[src/rtl/regfile_sb.sv]
// regfile_sb: parametrised integer register file with an integrated
// pending-write scoreboard for the ID/EX boundary.
//   - two combinational read ports, one clocked write port
//   - per-register busy bits set at issue, cleared at writeback
//   - combinational stall on RAW (rs1/rs2) and WAW (issue_rd) hazards
// Optional feature: define REGFILE_BYPASS_EN to forward the writeback
// port into the read ports and into the hazard check in the same cycle.
module regfile_sb #(
  parameter int XLEN     = 32,
  parameter int AW       = 5,
  parameter int ZERO_REG = 1
) (
  input  logic            CLK,
  input  logic            RST,
  input  logic [AW-1:0]   rs1,
  input  logic [AW-1:0]   rs2,
  output logic [XLEN-1:0] rs1_value,
  output logic [XLEN-1:0] rs2_value,
  input  logic [AW-1:0]   rd,
  input  logic [XLEN-1:0] indata,
  input  logic            RegWrite,
  input  logic            issue_valid,
  input  logic [AW-1:0]   issue_rd,
  input  logic            issue_wr,
  input  logic            use_rs1,
  input  logic            use_rs2,
  output logic            stall,
  output logic            rs1_busy,
  output logic            rs2_busy,
  output logic [AW:0]     pend_cnt
);

  localparam int NREG = 1 << AW;

  logic [XLEN-1:0] regs_q [NREG];
  logic [NREG-1:0] busy_q, busy_d;
  logic [AW:0]     pend_cnt_q, pend_cnt_d;

  logic wr_en;      // data actually lands in the array
  logic set_en;     // a busy mark is placed for issue_rd
  logic waw_busy;   // effective busy state of issue_rd
  logic raw1, raw2, waw;
  logic inc, dec;

  // True for the hardwired zero register when that feature is enabled.
  function automatic logic is_zero(input logic [AW-1:0] a);
    return (ZERO_REG != 0) && (a == '0);
  endfunction

  assign wr_en = RegWrite && !is_zero(rd);

`ifdef REGFILE_BYPASS_EN
  logic fwd1, fwd2;
  assign fwd1 = wr_en && (rd == rs1);
  assign fwd2 = wr_en && (rd == rs2);

  // Read ports see the writeback data in the writeback cycle itself.
  always_comb begin
    rs1_value = is_zero(rs1) ? '0 : (fwd1 ? indata : regs_q[rs1]);
    rs2_value = is_zero(rs2) ? '0 : (fwd2 ? indata : regs_q[rs2]);
  end

  assign rs1_busy = busy_q[rs1] && !fwd1;
  assign rs2_busy = busy_q[rs2] && !fwd2;
  assign waw_busy = busy_q[issue_rd] && !(RegWrite && (rd == issue_rd));
`else
  // Read ports return the array as it stands before this cycle's write.
  always_comb begin
    rs1_value = is_zero(rs1) ? '0 : regs_q[rs1];
    rs2_value = is_zero(rs2) ? '0 : regs_q[rs2];
  end

  assign rs1_busy = busy_q[rs1];
  assign rs2_busy = busy_q[rs2];
  assign waw_busy = busy_q[issue_rd];
`endif

  assign raw1  = use_rs1 && rs1_busy;
  assign raw2  = use_rs2 && rs2_busy;
  assign waw   = issue_wr && waw_busy;
  assign stall = issue_valid && (raw1 || raw2 || waw);

  assign set_en = issue_valid && !stall && issue_wr && !is_zero(issue_rd);

  // The counter follows actual bit flips, so it always equals the
  // population of busy. A set and a clear of the same busy register
  // cancel out (the younger issue keeps the mark).
  assign inc = set_en && !busy_q[issue_rd];
  assign dec = RegWrite && busy_q[rd] && !(set_en && (issue_rd == rd));

  // Next busy vector: clear on writeback first, then set on issue so the
  // younger instruction wins on a same-register collision.
  // NOTE: every always_comb output gets a default assignment on entry so
  // no path can leave it unassigned and infer a latch.
  always_comb begin
    busy_d = busy_q;
    if (RegWrite) busy_d[rd]       = 1'b0;
    if (set_en)   busy_d[issue_rd] = 1'b1;
    pend_cnt_d = pend_cnt_q + (AW+1)'(inc) - (AW+1)'(dec);
  end

  // Scoreboard state.
  // NOTE: sequential state uses non-blocking assignments so every flop
  // samples the pre-edge values regardless of statement order.
  always_ff @(posedge CLK or posedge RST) begin
    if (RST) begin
      busy_q     <= '0;
      pend_cnt_q <= '0;
    end else begin
      busy_q     <= busy_d;
      pend_cnt_q <= pend_cnt_d;
    end
  end

  // Register array write port.
  // NOTE: the array is reset here because reads after reset must return
  // zero; this forces flops rather than a RAM macro for the storage.
  always_ff @(posedge CLK or posedge RST) begin
    if (RST) begin
      for (int i = 0; i < NREG; i++) regs_q[i] <= '0;
    end else if (wr_en) begin
      regs_q[rd] <= indata;
    end
  end

  assign pend_cnt = pend_cnt_q;

endmodule

[config.mk]
export PLATFORM = sky130hd
export DESIGN_NAME = regfile_sb
export DESIGN_NICKNAME = d
export VERILOG_FILES = /design/src/rtl/regfile_sb.sv
export SDC_FILE = /design/constraint.sdc
export NUM_CORES = 2
export LEC_CHECK = 0
export CORE_MARGIN = 2
export CORE_UTILIZATION = 55
export DETAILED_ROUTE_END_ITERATION = 8
export PLACE_DENSITY_LB_ADDON = 0.2
export SYNTH_ARGS = -nofsm -noshare
export SYNTH_HDL_FRONTEND = slang
export SYNTH_SLANG_ARGS = --single-unit
[constraint.sdc]
create_clock -name CLK -period 49.8 [get_ports CLK]
set_input_delay 9.96 -clock CLK [delete_from_list [all_inputs] [get_ports CLK]]
set_output_delay 9.96 -clock CLK [all_outputs]
set_load 0.01 [all_outputs]
After elaboration in Yosys (flattened, before gate mapping)
Index checks and enable logic that the tools add are counted.
- add/sub/neg operators: 2
- magnitude comparators: 10
- equal/unequal tests: 1
- muxes and demuxes: 25
- bitwise gates (word level): 6
- reduce and logical (&&, ||, !) cells: 26
- operators by type and width (operator ; count):
    $bwmux 1024 ; 1
    $bmux 32 s5 ; 2
    $mux 32 ; 9
    $demux 32 s5 ; 1
    $and 32x32->32 ; 1
    $not 32->32 ; 1
    $or 32x32->32 ; 1
    $lt 5x6->1 const B ; 4
    $bmux 1 s5 ; 4
    $logic_not 5->1 ; 4
    $ge 6x6->1 const B ; 3
    $not 5->6 ; 3
    $logic_and 1x1->1 ; 15
    $demux 1 s5 ; 2
    $ge 5x1->1 const B ; 2
    $add 6x1->6 ; 1
    $lt 6x1->1 const B ; 1
    $mux 1 ; 6
    $sub 6x1->6 ; 1
    $eq 5x5->1 ; 1
    $logic_not 1->1 ; 5
    $logic_or 1x1->1 ; 2
- register bits: 1062
- input port bits: 59
- output and inout bits: 73
- word-level logic and storage cells: 104

Logic depth before layout (Yosys ltp)
- word-level depth: 14
- depth in mapped cells: 17
- mapped depth without buffers: 14

Worst setup path after synthesis
OpenSTA, ideal clock, no wires.
- path type: in2out
- from: input rs2[1]
- to: output rs2_value[10]
- arrival: 11.773 ns
- data required time: 39.840 ns
- setup slack: 28.067 ns
- cell stages on the path: 8
- path buffers: 4
- cells stage by stage: buf_2 -> buf_6 -> buf_2 -> clkbuf_1 -> mux4_2 -> mux4_2 -> mux2i_1 -> nor2_1
- longest elaborated chain between the ends: 5
- elaborated cells between the ends (all ways): 6
- those cells by class: 4 x mux; 1 x bitwise; 1 x reduce/logical
- ends and longest elaborated chain (element ; RTL line ; RTL):
    start: declaration ; 16 ; input logic [AW-1:0] rs2,
    $not 5->6 (implied by the code) ; 70 ; rs2_value = is_zero(rs2) ? '0 : regs_q[rs2];
    $bmux 32 s5 ; 70 ;
    $mux 32 (implied by the code) (2 in a row) ; 70 ;
    $mux 32 * ; 70 ;
    end: declaration ; 18 ; output logic [XLEN-1:0] rs2_value,
Mark *: on every way between the ends. The rest lies on a longest branch, timed or not. The select of a mux whose other input is x is not followed.

Worst setup path in the final report
- from: input rs2[0]
- to: output rs2_value[0]
Same word-level chain as after synthesis.

==> flow_summary.toml <==
[setup_path]
max_stage_delay_ns = 0.88
cp-start-kind = "input pin"
path_delay_family = "buffers and inverters"
critPathLaunch = "rs2[0]"
critPathCaptureType = "output port"
reg2regPathDepth = 14
crit_path_frequent_cell = "buf_4"
worstReg2RegStart = "busy_q[28]$_DFF_PP0_"
cp_max_fo = 45
rr_endpoint = "pend_cnt[4]$_DFF_PP0_"
required_ns = 39.84
crit_slowest_cell = "buf_4"
r2r_slack_ns = 46.12
cp_cell_sequence = "buf_8 > buf_4 > buf_4 > buf_4 > mux4_2 > mux4_2 > mux2i_1 > nor2_1 > clkdlybuf4s50_1"
path_buf_inv = 5
path_class = "in2out"
cp.arrival_ns = 14.85

[timing]
hold_viol_final = 0
fin_crit_sh_pct = 49.8
timing.fmax_mhz = 40.3
setup_tns_ns = 0
maxSlewViolCount = 0
finalSetupViolCount = 0
rsz0062_at_grt = "no"
worst_slew_pin_slew_ns = 1.20
layout_min_cycle_time_ns = 24.81
finalClockSkew_ns = 0.0242
max_slew_margin_pct = 20.2
finalWorstSetupSlack_ns = 24.99
timing.hold.ws_ns = 0.395

[synthesis]
synth_top_family_by_area = "multiplexers"
synth_compound_area_share_pct = 0.987
synth-adder-area-share_pct = 0.166
ys_ff_latch = 1062
synth_edf_count = 0
synth_cell_types = 53
synth_area_um2 = 57200
synthSimpleGateAreaFrac_pct = 1.80
syn_avg_cell_area_um2 = 16.1
yosysWarningCount = 0
synthMuxAreaShare_pct = 47.1
synth_seq_area_share_pct = 46.5
synthCells = 3557
synth_top_flop_cell = "dfrtp_1"
syn_nets = 3623
async_flop_share_pct = 100
synth_xor_xnor_area_share_pct = 0.0766

[grt]
grt_pass1_wl_um = 246000
grt_usage_pct = 31.3
globalRoute.totalOverflow = 0
grt_pass1_vias = 37100
antenna_found_initial = 4
grt_max_degree = 115

[floorplan]
dieArea_um2 = 107000
core_um2 = 103000
die_x_um = 326
die_h_um = 326
rows = 118
initial_core_util_pct = 55.3
io_pins = 132

[placed_design]
gp_congestion = 0.910
dp_hpwl_um = 89800
place_ws_ns = 24.86
portBuffers = 131

[worst_hold_path]
min_to = "regs_q[993]$_DFFE_PP0P_"
min_delay_path_depth = 0
hold_class = "reg2reg"
min_from = "regs_q[993]$_DFFE_PP0P_"

[outcome]
status = "finished, final reports clean"

[drt]
wire_per_inst_um = 32.9
drt_pre_antenna_iters = 5
avgViaCountPerCell = 6.98
vias = 34500
ant_nets = 0
wl_um = 162000
drc = 0
drt_iter0_markers = 3341

[clocking]
post_cts_buffers = 0
cts_sinks = 1062
clock_path_buffers = 3
clock_latency_ns = 0.71
cts_hold_buf = 0
numCtsBuffers = 115
cts.clk_slew.worst_paths_ns = 0.06
ctsResizeCount = 0
cts_max_level = 3
cts_tree = "yes"
cts-root-buf = "clkbuf_16"

[finish]
fin_util_pct = 61.2
final_cell_mix = "dfrtp_1 (1,062), mux4_2 (656), mux2_1 (605), mux2_2 (387), clkdlybuf4s50_1 (125)"
final_net_count = 3534
drive_gt1_share_pct = 38.0
syn_to_final_growth_pct = 10.6
mostFrequentLayoutCell = "dfrtp_1"

[power_and_ir_drop]
irDropWorstVdd_uv = 29.1
power_density_nw_per_um2 = 41.7
leakage_uw = 0.0271

[job]
maxCapViolations = 0
power breakdown:
part | leakage, µW | internal (µW) | switching, µW | total (µW)
sequential | 0.0136 | 1030 | 124 | 1150
combinational | 0.0114 | 339 | 214 | 553
clock | 0.00203 | 570 | 358 | 928
area by class of cell:
type                       instances  area [µm²]
sequential                      1062       26600
clock inverter                    33         636
multi-input combinational       2067       28800
antenna                            2        5.00
tap                             1380        1730
inverter                          21        98.8
fill                            7426       40100
clock buffer                     175        3510
timing repair buffer             201        1860
metrics by stage:
| stage | power [µW] | cell area, µm² | std cells |
|---|---|---|---|
| 2_1_floorplan | 1550 | 57200 | 3557 |
| 3_3_place_gp | 1680 | 59100 | 4731 |
| 3_5_place_dp | 1720 | 59100 | 4731 |
| 4_1_cts | 2650 | 63200 | 4939 |
| 5_1_grt | 2740 | 63200 | 4941 |
| 6_report | 2630 | 63200 | 4941 |
Yosys cell counts, drive strengths merged, types with 2 or more instances:
library cell	number	area [µm²]
or3	2	12.5
nand2	62	235
and3	2	12.5
nand3	15	75.1
xnor2	4	35.0
a21boi	2	15.0
nand4	2	12.5
o221ai	2	17.5
a21oi	4	20.0
a32o	5	50.1
nor2b	11	68.8
a311oi	4	35.0
buf	189	1060
ha	6	75.1
nand3b	5	37.5
dfrtp	1062	26600
inv	21	78.8
a22oi	9	67.6
nor3	34	170
a32oi	3	26.3
nor3b	2	20.0
nand2b	3	18.8
mux2	992	11200
a211oi	4	30.0
o21ai	39	233
o22ai	2	12.5
clkbuf	218	818
or2	2	12.5
nor4b	2	17.5
mux4	656	14800
nor2	86	323
a41o	2	20.0
mux2i	96	961
cell families after synthesis:
logic type | Yosys count
compound gates | 81
xor+xnor | 5
fa+ha+maj | 7
buf+inv | 428
flops | 1062
mux | 1744
simple gates | 230
worst max path at each step:
stage / slack [ns] / cells after the start / endpoint
final: 24.99 / 9 / rs2_value[0]
after global routing: 24.53 / 9 / rs2_value[0]
after CTS: 24.85 / 9 / rs2_value[0]
after detailed placement: 24.86 / 9 / rs2_value[0]
after global placement: 24.85 / 9 / rs2_value[0]
after floorplan: 9.95 / 1 / busy_q[0]$_DFF_PP0_
registers in the layout, summed over array words and instances (netlist names):
register / count
busy_q: 32
pend_cnt: 6
regs_q: 1024
per-layer routing:
layer / vias to the layer above / track usage, % / routed length, µm
li1: 13600 / - / -
met1: 18800 / 42.4 / 63400
met2: 1591 / 50.4 / 78800
met3: 452 / 5.52 / 12400
met4: 4 / 13.4 / 7750
met5: - / 0 / 27
Power figures use the tool's default switching activity.
